==> src/rtl/fnd_pkg.sv <==
// Shared constants and helpers for the seven-segment digit scanner.
// Defaults target a 100 MHz clock with a 1 kHz digit rate.
package fnd_pkg;

  localparam int DEF_NUM_DIGITS   = 4;
  localparam int DEF_NUM_BANKS    = 2;
  localparam int DEF_DATA_W       = 4;
  localparam int DEF_REFRESH_DIV  = 100000;
  localparam int DEF_BLINK_FRAMES = 128;

  localparam int MAX_DIGITS = 8;
  typedef logic [MAX_DIGITS-1:0] com_t;

  localparam com_t COM_OFF = '1;

  // Active-low one-hot common pattern for a digit index; callers truncate to their width.
  function automatic com_t com_active(input int unsigned idx);
    return ~(com_t'(1) << idx);
  endfunction

  function automatic int sel_width(input int n);
    return (n > 1) ? $clog2(n) : 1;
  endfunction

endpackage

==> src/rtl/fnd_tick_div.sv <==
// Prescaler: one-cycle o_tick every REFRESH_DIV enabled clocks; holds while disabled.
module fnd_tick_div #(
  parameter int REFRESH_DIV = 4
) (
  input  logic i_clk,
  input  logic i_reset,
  input  logic i_enable,
  output logic o_tick
);

  localparam int CNT_W = $clog2(REFRESH_DIV);

  logic [CNT_W-1:0] cnt_q, cnt_d;
  logic             last;

  assign last   = (cnt_q == CNT_W'(REFRESH_DIV - 1));
  assign o_tick = i_enable && last;

  // NOTE: every combinational output gets a default first, so no path can infer a latch.
  always_comb begin
    cnt_d = cnt_q;
    if (i_enable) cnt_d = last ? '0 : cnt_q + 1'b1;
  end

  // NOTE: state flops use non-blocking assignments so all flops update from pre-edge values.
  always_ff @(posedge i_clk) begin
    if (i_reset) cnt_q <= '0;
    else         cnt_q <= cnt_d;
  end

endmodule

==> src/rtl/fnd_scan_mux.sv <==
// Time-multiplexed FND scanner: bank select at frame boundaries, per-digit blink,
// enable gating; all outputs registered with one cycle of latency.
module fnd_scan_mux
  import fnd_pkg::*;
#(
  parameter int NUM_DIGITS   = DEF_NUM_DIGITS,
  parameter int NUM_BANKS    = DEF_NUM_BANKS,
  parameter int DATA_W       = DEF_DATA_W,
  parameter int REFRESH_DIV  = DEF_REFRESH_DIV,
  parameter int BLINK_FRAMES = DEF_BLINK_FRAMES
) (
  input  logic                                  i_clk,
  input  logic                                  i_reset,
  input  logic                                  i_enable,
  input  logic [NUM_BANKS*NUM_DIGITS*DATA_W-1:0] i_data,
  input  logic [sel_width(NUM_BANKS)-1:0]       i_bank_sel,
  input  logic [NUM_DIGITS-1:0]                 i_blink_mask,
  input  logic [NUM_DIGITS-1:0]                 i_dp_mask,
  output logic [DATA_W-1:0]                     o_digit,
  output logic [NUM_DIGITS-1:0]                 o_com,
  output logic                                  o_dp,
  output logic                                  o_frame_start
);

  localparam int SEL_W = sel_width(NUM_BANKS);
  localparam int DIG_W = $clog2(NUM_DIGITS);
  localparam int BLK_W = (BLINK_FRAMES > 1) ? $clog2(BLINK_FRAMES) : 1;

  logic [DIG_W-1:0]      digit_idx_q, digit_idx_d;
  logic [SEL_W-1:0]      bank_q, bank_d;
  logic [BLK_W-1:0]      blink_cnt_q, blink_cnt_d;
  logic                  blink_phase_q, blink_phase_d;
  logic                  start_pend_q, start_pend_d;
  logic [DATA_W-1:0]     digit_q, digit_d;
  logic [NUM_DIGITS-1:0] com_q, com_d;
  logic                  dp_q, dp_d;
  logic                  fs_q, fs_d;
  logic                  tick;
  logic                  frame_wrap;

  fnd_tick_div #(.REFRESH_DIV(REFRESH_DIV)) u_tick_div (
    .i_clk    (i_clk),
    .i_reset  (i_reset),
    .i_enable (i_enable),
    .o_tick   (tick)
  );

  assign frame_wrap = tick && (digit_idx_q == DIG_W'(NUM_DIGITS - 1));

  always_comb begin
    digit_idx_d   = digit_idx_q;
    bank_d        = bank_q;
    blink_cnt_d   = blink_cnt_q;
    blink_phase_d = blink_phase_q;
    start_pend_d  = start_pend_q;

    if (tick) digit_idx_d = frame_wrap ? '0 : digit_idx_q + 1'b1;

    // Frame boundary: latch a valid bank request and advance the blink timebase.
    if (frame_wrap) begin
      if (int'(i_bank_sel) < NUM_BANKS) bank_d = i_bank_sel;
      if (blink_cnt_q == BLK_W'(BLINK_FRAMES - 1)) begin
        blink_cnt_d   = '0;
        blink_phase_d = ~blink_phase_q;
      end else begin
        blink_cnt_d = blink_cnt_q + 1'b1;
      end
      start_pend_d = 1'b1;
    end else if (i_enable) begin
      start_pend_d = 1'b0;
    end
  end

  // Pending frame start is consumed by the first enabled cycle of digit 0, so a
  // disable/resume never repeats the pulse.
  always_comb begin
    digit_d = digit_q;
    com_d   = NUM_DIGITS'(COM_OFF);
    dp_d    = 1'b0;
    fs_d    = 1'b0;
    if (i_enable) begin
      digit_d = i_data[(int'(bank_q) * NUM_DIGITS + int'(digit_idx_q)) * DATA_W +: DATA_W];
      dp_d    = i_dp_mask[digit_idx_q];
      fs_d    = start_pend_q;
      if (!(blink_phase_q && i_blink_mask[digit_idx_q]))
        com_d = NUM_DIGITS'(com_active(int'(digit_idx_q)));
    end
  end

  always_ff @(posedge i_clk) begin
    if (i_reset) begin
      digit_idx_q   <= '0;
      bank_q        <= '0;
      blink_cnt_q   <= '0;
      blink_phase_q <= 1'b0;
      start_pend_q  <= 1'b1;
      digit_q       <= '0;
      com_q         <= NUM_DIGITS'(COM_OFF);
      dp_q          <= 1'b0;
      fs_q          <= 1'b0;
    end else begin
      digit_idx_q   <= digit_idx_d;
      bank_q        <= bank_d;
      blink_cnt_q   <= blink_cnt_d;
      blink_phase_q <= blink_phase_d;
      start_pend_q  <= start_pend_d;
      digit_q       <= digit_d;
      com_q         <= com_d;
      dp_q          <= dp_d;
      fs_q          <= fs_d;
    end
  end

  assign o_digit       = digit_q;
  assign o_com         = com_q;
  assign o_dp          = dp_q;
  assign o_frame_start = fs_q;

endmodule

==> config.mk <==
export PLATFORM = sky130hd
export DESIGN_NAME = fnd_scan_mux
export DESIGN_NICKNAME = d
export VERILOG_FILES = /design/src/rtl/fnd_pkg.sv /design/src/rtl/fnd_tick_div.sv /design/src/rtl/fnd_scan_mux.sv
export SDC_FILE = /design/constraint.sdc
export NUM_CORES = 1
export LEC_CHECK = 0
export BUFFER_PORTS_ARGS = -buffer_cell sky130_fd_sc_hd__buf_2
export CAP_MARGIN = 20
export CELL_PAD_IN_SITES_DETAIL_PLACEMENT = 0
export CELL_PAD_IN_SITES_GLOBAL_PLACEMENT = 1
export CORE_UTILIZATION = 42
export CTS_CLUSTER_DIAMETER = 100
export DETAILED_ROUTE_END_ITERATION = 8
export PLACE_DENSITY = 0.86
export SLEW_MARGIN = 20
export SYNTH_ARGS = -nofsm -noshare
export SYNTH_HDL_FRONTEND = slang
export SYNTH_HIERARCHICAL = 1
export SYNTH_SLANG_ARGS = --single-unit
==> constraint.sdc <==
create_clock -name i_clk -period 5.79 [get_ports i_clk]
set_input_delay 1.737 -clock i_clk [delete_from_list [all_inputs] [get_ports i_clk]]
set_output_delay 1.737 -clock i_clk [all_outputs]
set_load 0.05 [all_outputs]
Word-level counts from Yosys, hierarchy flattened

Index checks and enable logic that the tools add are counted.

Word-level logic and storage cells: 37
Register bits: 39
Bits of input ports: 44
Output and inout port bits: 10

Shifts and indexed selects: 2
Add/subtract/negate cells: 4
Magnitude comparators: 1
Eq/ne operators: 3
Bitwise operators: 3
Multiplexer cells: 7
Reduce and logical (&&, ||, !) cells: 7

Operator list:

| kind                                                       | number |
|---|---|
| indexed part select 32 x 7 -> 4 bit                        | 1 |
| adder 17 x 1 -> 17 bit, second input constant              | 1 |
| equality test 17 bit, second input constant                | 1 |
| two-way mux 17 bit                                         | 1 |
| adder 7 x 1 -> 7 bit, second input constant                | 1 |
| equality test 7 bit, second input constant                 | 1 |
| two-way mux 7 bit                                          | 1 |
| adder 3 x 2 -> 4 bit                                       | 1 |
| binary-select mux 1 bit (select 2 bit)                     | 2 |
| inverter 4 bit                                             | 1 |
| OR reduction 2 bit                                         | 2 |
| << shifter 1 x 2 -> 4 bit, first input constant            | 1 |
| logical AND 1 bit                                          | 3 |
| less-than comparator 2 x 3 -> 1 bit, second input constant | 1 |
| OR reduction 3 bit                                         | 1 |
| adder 2 x 1 -> 2 bit, second input constant                | 1 |
| equality test 2 bit, second input constant                 | 1 |
| two-way mux 1 bit                                          | 2 |
| two-way mux 2 bit                                          | 1 |
| inverter 1 bit                                             | 2 |
| AND reduction 2 bit                                        | 1 |

Depth between registers and ports, before layout

Gate-level depths: netlist of run 1.

Word-level depth: 4
Gate-level depth with buffers: 9

Modules after synthesis

Netlist of run 1, hierarchy kept.

Modules (own cells, without submodules):

| module       | instances | area each (um^2) | cells an instance | seq. area each (um^2) |
|---|---|---|---|---|
| fnd_scan_mux | 1         | 1202.4           | 120               | 440.4 |
| fnd_tick_div | 1         | 825.8            | 89                | 340.3 |

Least setup slack after synthesis of run 1

OpenSTA, ideal clock, no wires.

Path type: input to register
From: in i_enable
To: reg blink_phase_q
Setup time: 121 ps
Data arrival time: 3265 ps
Buffers on the path: 2
Stages on the path: 8
Path slack: 2404 ps
Path through: and4_1 -> buf_6 -> nand2_4 -> nor3_1 -> buf_2 -> nand4_1 -> nor3_1 -> mux2_2

Cells in the longest elaborated chain, start to end: 3

Ends and longest elaborated chain:

| item                          | line                | RTL |
|---|---|---|
| start, declared               | fnd_scan_mux.sv:14  | `input logic i_enable,` |
| logical AND 1 bit             | fnd_tick_div.sv:17  | `assign o_tick = i_enable && last;` |
| named net tick                | fnd_scan_mux.sv:38  | `logic tick;` |
| logical AND 1 bit             | fnd_scan_mux.sv:48  | `assign frame_wrap = tick && (digit_idx_q == DIG_W'(NUM_DIGITS - 1));` |
| AND reduction 2 bit (no line) | --                  |  |
| end signal, assigned          | fnd_scan_mux.sv:105 | `blink_phase_q <= blink_phase_d;` |
| end, declared                 | fnd_scan_mux.sv:32  | `logic blink_phase_q, blink_phase_d;` |

The timed path passes the listed nets, and every way through them passes these cells.
A chain may end at the register's enable or synchronous reset.

Worst setup path in the final report of run 1

Ends and elaborated chain as after synthesis.

==> impl_results.md, run 1 <==
* Outcome: completed
* Max Root-Sink Buffers at 2
* Reg power frac at slightly above 50%
* ANT nets after route at 0
* Die height at 71.49 microns
* Post-cts sizing count at 0
* Commonest cells after routing, fill and taps aside: buf_2 (53), dfxtp_1 (38), nor2_1 (24)
* # DRC at 0
* Largest net degree at the start of global routing at 23
* Total CTS buffers at 5
* Clk root buf: clkbuf_8
* Starting Density at 45.03%
* CTS tree: done
* Reg-to-reg slack, setup at approximately 3.2 ns
* Min cycle time layout at 3.757 ns
* FMAX at 266.2 MHz
* Crit path required time at 5.98 ns
* Combinational family with the most area after synthesis: simple AND/OR/NAND/NOR gates
* Fin util at between 50% and 60%
* Compound-gate portion of the synthesized area at 8.513%
* Placed Cells at 304
* Initial DRC Count at 88
* Clock power frac at 40.3%
* Synth top area share at 38.49%
* Ys async rst share at 0%
* Area taken by flip-flops and latches at 782.0 sq um
* Mux share of post-synthesis cell area at 16.10%
* Max cap viols at 0
* Max-slew headroom at 53.28%
* All-Layer GR Usage at approximately 18%
* Sw Ratio at 23.05%
* Dpl cell area at 2293 sq um
* Dominant synthesized flop cell: dfxtp_1
* Antenna violations before repair at 0
* DIE WIDTH at 71.49 microns
* Worst Hold Launch: start_pend_q$_SDFFE_PP1P_
* Worst R2R Path Depth at 8
* Port Buf Inserts at 53
* Number of global-route vias before repair at ~1700
* Setup crit end kind: flop
* Kind of critical path: primary input to flop
* Row count at 24
* Reg clk slew, reported paths at 0.08 ns
* Dominant cells by area after synthesis: dfxtp_1 (38%), mux2i_1 (8.9%), mux4_2 (6.7%)
* Least-Margin Pin Slew at 0.7009 ns
* Routability cong. at about 0.74
* Ports at between 50 and 60
* Hold Crit Class: flop to flop
* Hold Path Sink: o_frame_start$_SDFF_PP0_
* Period Utilization, post-route at ~65%
* Layout Skew at 0.007031 ns
* Routed len/inst at 12.94 microns
* Ys Warns at 6
* Ant diodes at 0
* Power Dens Cells at 228.5 nW/um^2
* NetSw at around 0.13 mW
* Area Overhead vs Synth at 18.38%
* Yosys top cell by area: dfxtp_1
* GRT overflow at 0
* Int Power at 0.4221 mW
* Hold Path Stages at 2
* Synth Area in XOR/XNOR at approximately 7%
* Post-route setup TNS at 0 ns
* Combinational share of power at 9.2%
* Total number of vias at about 1600
* Die Area at 5111 sq um
* WL final at 4025 microns
* Cell count after synthesis at 209
* Synth Net Count at 259
* Post-route insts no fill at 311
* Min Hold Slack at 0.4617 ns
* Postcts setup bufs at 0
* Hold_buf cts at 0
* Endpoints failing hold at 0
* Fillers at roughly 430
* Post-route cell area at 2401 sq um
* R2r startpoint: u_tick_div/cnt_q[0]$_SDFFE_PP0P_
* Worst-path fanout max at 16
* Crit path arrival time at 3.94 ns
* H-tree depth at 2
* Share of cells above drive strength 1 at 30.50%
* Most common cell after layout, fill and taps aside: buf_2
* Post-synth EDFFs at 0
* Worst VDD drop at 0.1429 mV
* RSZ-0062 raised after global routing: no
* Area of the multi-input gates at 1145 sq um
* Post-synthesis adder-cell area fraction at 3.701%
* Seq cells post-synth at 39
* Skew-Pair Late Insertion Delay at between 0.2 and 0.3 ns
* Final setup fails at 0
* Pre-antenna DRT Iters at 4
* Netlist cell types at 41
* Average size of a mapped cell at 9.704 sq um
* Post-detail-place hpwl at roughly 3000 microns
* Synth Area in Simple Gates at 21.22%
* Pins Over Slew Limit at 0
* Clock sink count at 39
* Nets at 309
* LEAKAGE at just over 0.9 nW
* Sequential area share after synthesis at 38.49%
* CORE AREA at 4504 sq um
* Worst reg2reg path endpoint: blink_phase_q$_SDFFE_PP0P_
* Vias per Instance at 5.244
* Synthesized area at 2028 sq um
* CP Launch Type: primary input
* First-pass GRT wire length at approximately 7100 microns
-- final cells by class --
type,count,share of cell area (%)
Multi-Input combinational cell,151,47.68
Inverter,8,1.251
Sequential cell,39,32.57
Clock inverter,2,1.563
Clock buffer,5,2.866
Tap cell,52,2.710
Timing Repair Buffer,54,11.36
-- synth_stat cells, drive strengths merged, types with 2 or more instances --
library cell and number:
or3 5, nor2 24, xor2 11, and4 3
dfxtp 39, clkbuf 3, nand2 15, buf 8
o21ai 4, mux2i 18, inv 8, o31ai 2
or4 2, ha 6, mux4 6, nand3 11
nor3 3, and3 4, nor4b 2, a211oi 5
nand4 7, nor2b 2, xnor2 5, a21oi 8
-- sequential cells by signal, indices dropped and copies added, names as in the netlist --
register / flops
blink_cnt_q: 7
blink_phase_q: 1
bank_q: 1
o_digit: 4
o_dp: 1
o_frame_start: 1
start_pend_q: 1
u_tick_div/cnt_q: 17
digit_idx_q: 2
o_com: 4
-- power groups by stage --
stage / clock (mW) / sequential, mW / combinational, mW
detailed placement: 0 / 0.283 / 0.0510
floorplan: 0 / 0.293 / 0.0202
global route: 0.243 / 0.278 / 0.0553
CTS: 0.229 / 0.277 / 0.0512
global placement: 0 / 0.283 / 0.0503
finish: 0.221 / 0.277 / 0.0505
-- critical path, stage by stage --
cell and delay, ns:
buf_2 0.28, and4_1 0.47, nand2_4 0.11, nor3_1 0.19, buf_4 0.19, nand4_1 0.18
nor3_1 0.40, mux2_2 0.38
-- metal layers --
layer | GRT usage [%] | wire [microns] | share of wire (%) | up-vias
met5 | 0 | 0 | 0 | -
met4 | 7.843 | 55 | 1.4 | 0
met3 | 4.219 | 80 | 2.0 | 5
met2 | 30.16 | 1945 | 48 | 13
met1 | 21.62 | 1944 | 48 | 772
li1 | - | - | - | 841
-- worst max path at each step --
stage / start / end / slack (ns) / cells after the start
3_3_place_gp: i_enable / blink_phase_q$_SDFFE_PP0P_ / 1.77 / 8
4_1_cts: i_enable / blink_phase_q$_SDFFE_PP0P_ / 2.03 / 8
5_1_grt: i_enable / blink_phase_q$_SDFFE_PP0P_ / 1.87 / 8
6_report: i_enable / blink_phase_q$_SDFFE_PP0P_ / 2.03 / 8
3_5_place_dp: i_enable / blink_phase_q$_SDFFE_PP0P_ / 1.72 / 8
2_1_floorplan: i_enable / blink_phase_q$_SDFFE_PP0P_ / 2.40 / 8
-- cell families after synthesis --
logic type / count (synthesis)
AO/OA/AOI/OAI: 22
flip-flops: 39
AND/OR/NAND/NOR: 82
buffers and inverters: 19
adder cells (fa/ha/maj): 6
XOR/XNOR: 16
multiplexers: 25
-- per-stage QoR --
stage / setup slack, ns / total power [mW]
after floorplan: 2.404 / 0.3133
after detailed placement: 1.721 / 0.3342
after global placement: 1.771 / 0.3334
after global routing: 1.873 / 0.5757
final: 2.033 / 0.5485
after CTS: 2.030 / 0.5566
No activity file was read; power rests on OpenSTA's default activity.
==> inputs of run 2 (changes only) <==
CORE_UTILIZATION = 39   (was 42)
PLACE_DENSITY = 0.81   (was 0.86)
clock period = 3.6 ns   (was 5.79 ns; I/O delays follow)
==> run 2 against run 1 <==
Net effect: final area up 0.94%; non-clock buffer count up 3; via count down 0.43%; core utilization down 3.3 points; hold slack worse by 0.013 ns; worst setup slack worse by 1.2 ns; combinational power up 63%.
==> impl_results.md, run 2 (same netlist as run 1, synthesis figures left out) <==
* Endpoints failing hold at 0
* Die Area at 5493 sq um
* Routed len/inst at around 12 microns
* RSZ-0062 raised after global routing: no
* Number of flip-flops in the largest register at 17
* Top Family by Delay on Critical Path: simple AND/OR/NAND/NOR gates
* Least-Margin Pin Slew at 0.6882 ns
* Post-route insts no fill at 330
* LEAKAGE at 0.9221 nW
* Initial DRC Count at 61
* Critical-path top delay cell: nor3_1
* Port Buf Inserts at 53
* Ports at 54
* Power Dens Cells at between 300 and 400 nW/um^2
* Fillers at 474
* Final Worst Setup Slack at 0.8020 ns
* Max incr delay on CP at 0.39 ns
* Commonest cells after routing, fill and taps aside: buf_2 (53), dfxtp_1 (39), nor2_1 (24)
* Antenna violations before repair at 0
* Total number of vias at 1624
* Postcts setup bufs at 0
* Clk root buf: clkbuf_8
* Outcome: completed
* Post-route setup TNS at 0 ns
* Pins Over Slew Limit at 0
* GR Util met3 at roughly 4.1%
* H-tree depth at 2
* Final setup fails at 0
* Routability cong. at 0.7236
* Placed Cells at approximately 320
* Die height at 74.12 microns
* Row count at 25
* Area Overhead vs Synth at 19.49%
* Starting Density at 41.83%
* Hold_buf cts at 0
* Share of cells above drive strength 1 at approximately 31%
* Clock sink count at 39
* M2 GR Usage at ~29%
* Vias per Instance at 4.921
* Largest net degree at the start of global routing at 22
* Hold Crit Class: flop to flop
* Skew-Pair Late Insertion Delay at 0.30 ns
* Number of global-route vias before repair at between 1500 and 2000
* Post-detail-place hpwl at roughly 3000 microns
* WL final at 4096 microns
* FMAX at 357.4 MHz
* Layout Skew at 0.008790 ns
* DIE WIDTH at roughly 74 microns
* Grt met1 use at 21.36%
* Setup crit end kind: flop
* CP Launch Type: primary input
* Dpl cell area at 2335 sq um
* Most common cell after layout, fill and taps aside: buf_2
* CTS tree: done
* All-Layer GR Usage at between 10% and 20%
* Max-slew headroom at 54.12%
* Largest Register: u_tick_div/cnt_q
* Min cycle time layout at 2.798 ns
* Total CTS buffers at 5
* Fin util at 49.99%
* Pre-antenna DRT Iters at 4
* Most Crowded Layer GR: met2
* Max cap viols at 0
* Crit path required time at 3.78 ns
* Kind of critical path: primary input to flop
* CORE AREA at 4848 sq um
* Nets at 312
* Post-route cell area at 2424 sq um
* Max Root-Sink Buffers at 2
* Crit path buffers/inverters at 2
* CP most frequent cell: nor3_1
* Period Utilization, post-route at roughly 78%
* Post-cts sizing count at 0
* # DRC at 0
* Top Registers: u_tick_div/cnt_q (17), blink_cnt_q (7)
* GRT overflow at 0
* Worst VDD drop at 0.1882 mV
* Ant diodes at 0
* Reg clk slew, reported paths at 0.08 ns
* ANT nets after route at 0
* First-pass GRT wire length at 7238 microns
* Worst-path fanout max at 9
* Crit path cell chain: buf_2 > and4_1 > nand2_4 > nor3_1 > buf_4 > nand4_1 > nor3_1 > mux2_2
* Place WS at 0.4928 ns
* Crit path arrival time at between 2 and 3 ns
-- run 2: changes by cell type in the layout (fill, tap and decap cells not counted) --
cell	previous run	this run
clkinv_2	0	1
dfxtp_2	1	0
bufinv_16	1	0
dfxtp_1	38	39
clkinvlp_4	1	2
buf_4	1	4
-- run 2: final timing paths --
| path | from | endpoint | slack (ns) | cells past startpoint |
|---|---|---|---|---|
| setup / recovery | i_enable | blink_phase_q$_SDFFE_PP0P_ | 0.80 | 8 |
| hold / removal | start_pend_q$_SDFFE_PP1P_ | o_frame_start$_SDFF_PP0_ | 0.45 | 2 |
| setup reg to reg | u_tick_div/cnt_q[0]$_SDFFE_PP0P_ | blink_phase_q$_SDFFE_PP0P_ | 1.07 | 8 |
| hold reg to reg | start_pend_q$_SDFFE_PP1P_ | o_frame_start$_SDFF_PP0_ | 0.45 | 2 |
-- run 2: tightest hold or removal path: stages (launching register included) --
cell and delay, ns:
dfxtp_1 0.30, inv_1 0.06, nor2_1 0.04
-- run 2: area by class of cell --
class | instances | area (sq um) | area share [%]
Clock inverter | 3 | 20.02 | 0.8260
Tap cell | 67 | 83.83 | 3.459
Multi-Input combinational cell | 151 | 1145 | 47.24
Inverter | 8 | 30.03 | 1.239
Timing Repair Buffer | 57 | 295.3 | 12.18
Sequential cell | 39 | 780.7 | 32.21
Clock buffer | 5 | 68.82 | 2.839
-- run 2: stage by stage --
| stage | hold WS, ns | power, mW |
|---|---|---|
| after floorplan | 0.4165 | 0.5040 |
| after global placement | 0.4312 | 0.5373 |
| after detailed placement | 0.4340 | 0.5384 |
| after CTS | 0.4489 | 0.8306 |
| after global routing | 0.4868 | 0.8598 |
| final | 0.4486 | 0.8207 |
-- run 2: report_power, final --
part	switching, mW	internal (mW)
clock network	0.158	0.135
logic	0.0454	0.0370
registers	0.00525	0.440
total	0.209	0.612
-- run 2: routing by layer --
metal  wire length, microns  part of all wire, %
met3                    108                  2.6
met4                     51                  1.2
met2                   1932                   47
met1                   2004                   49
met5                      0                    0
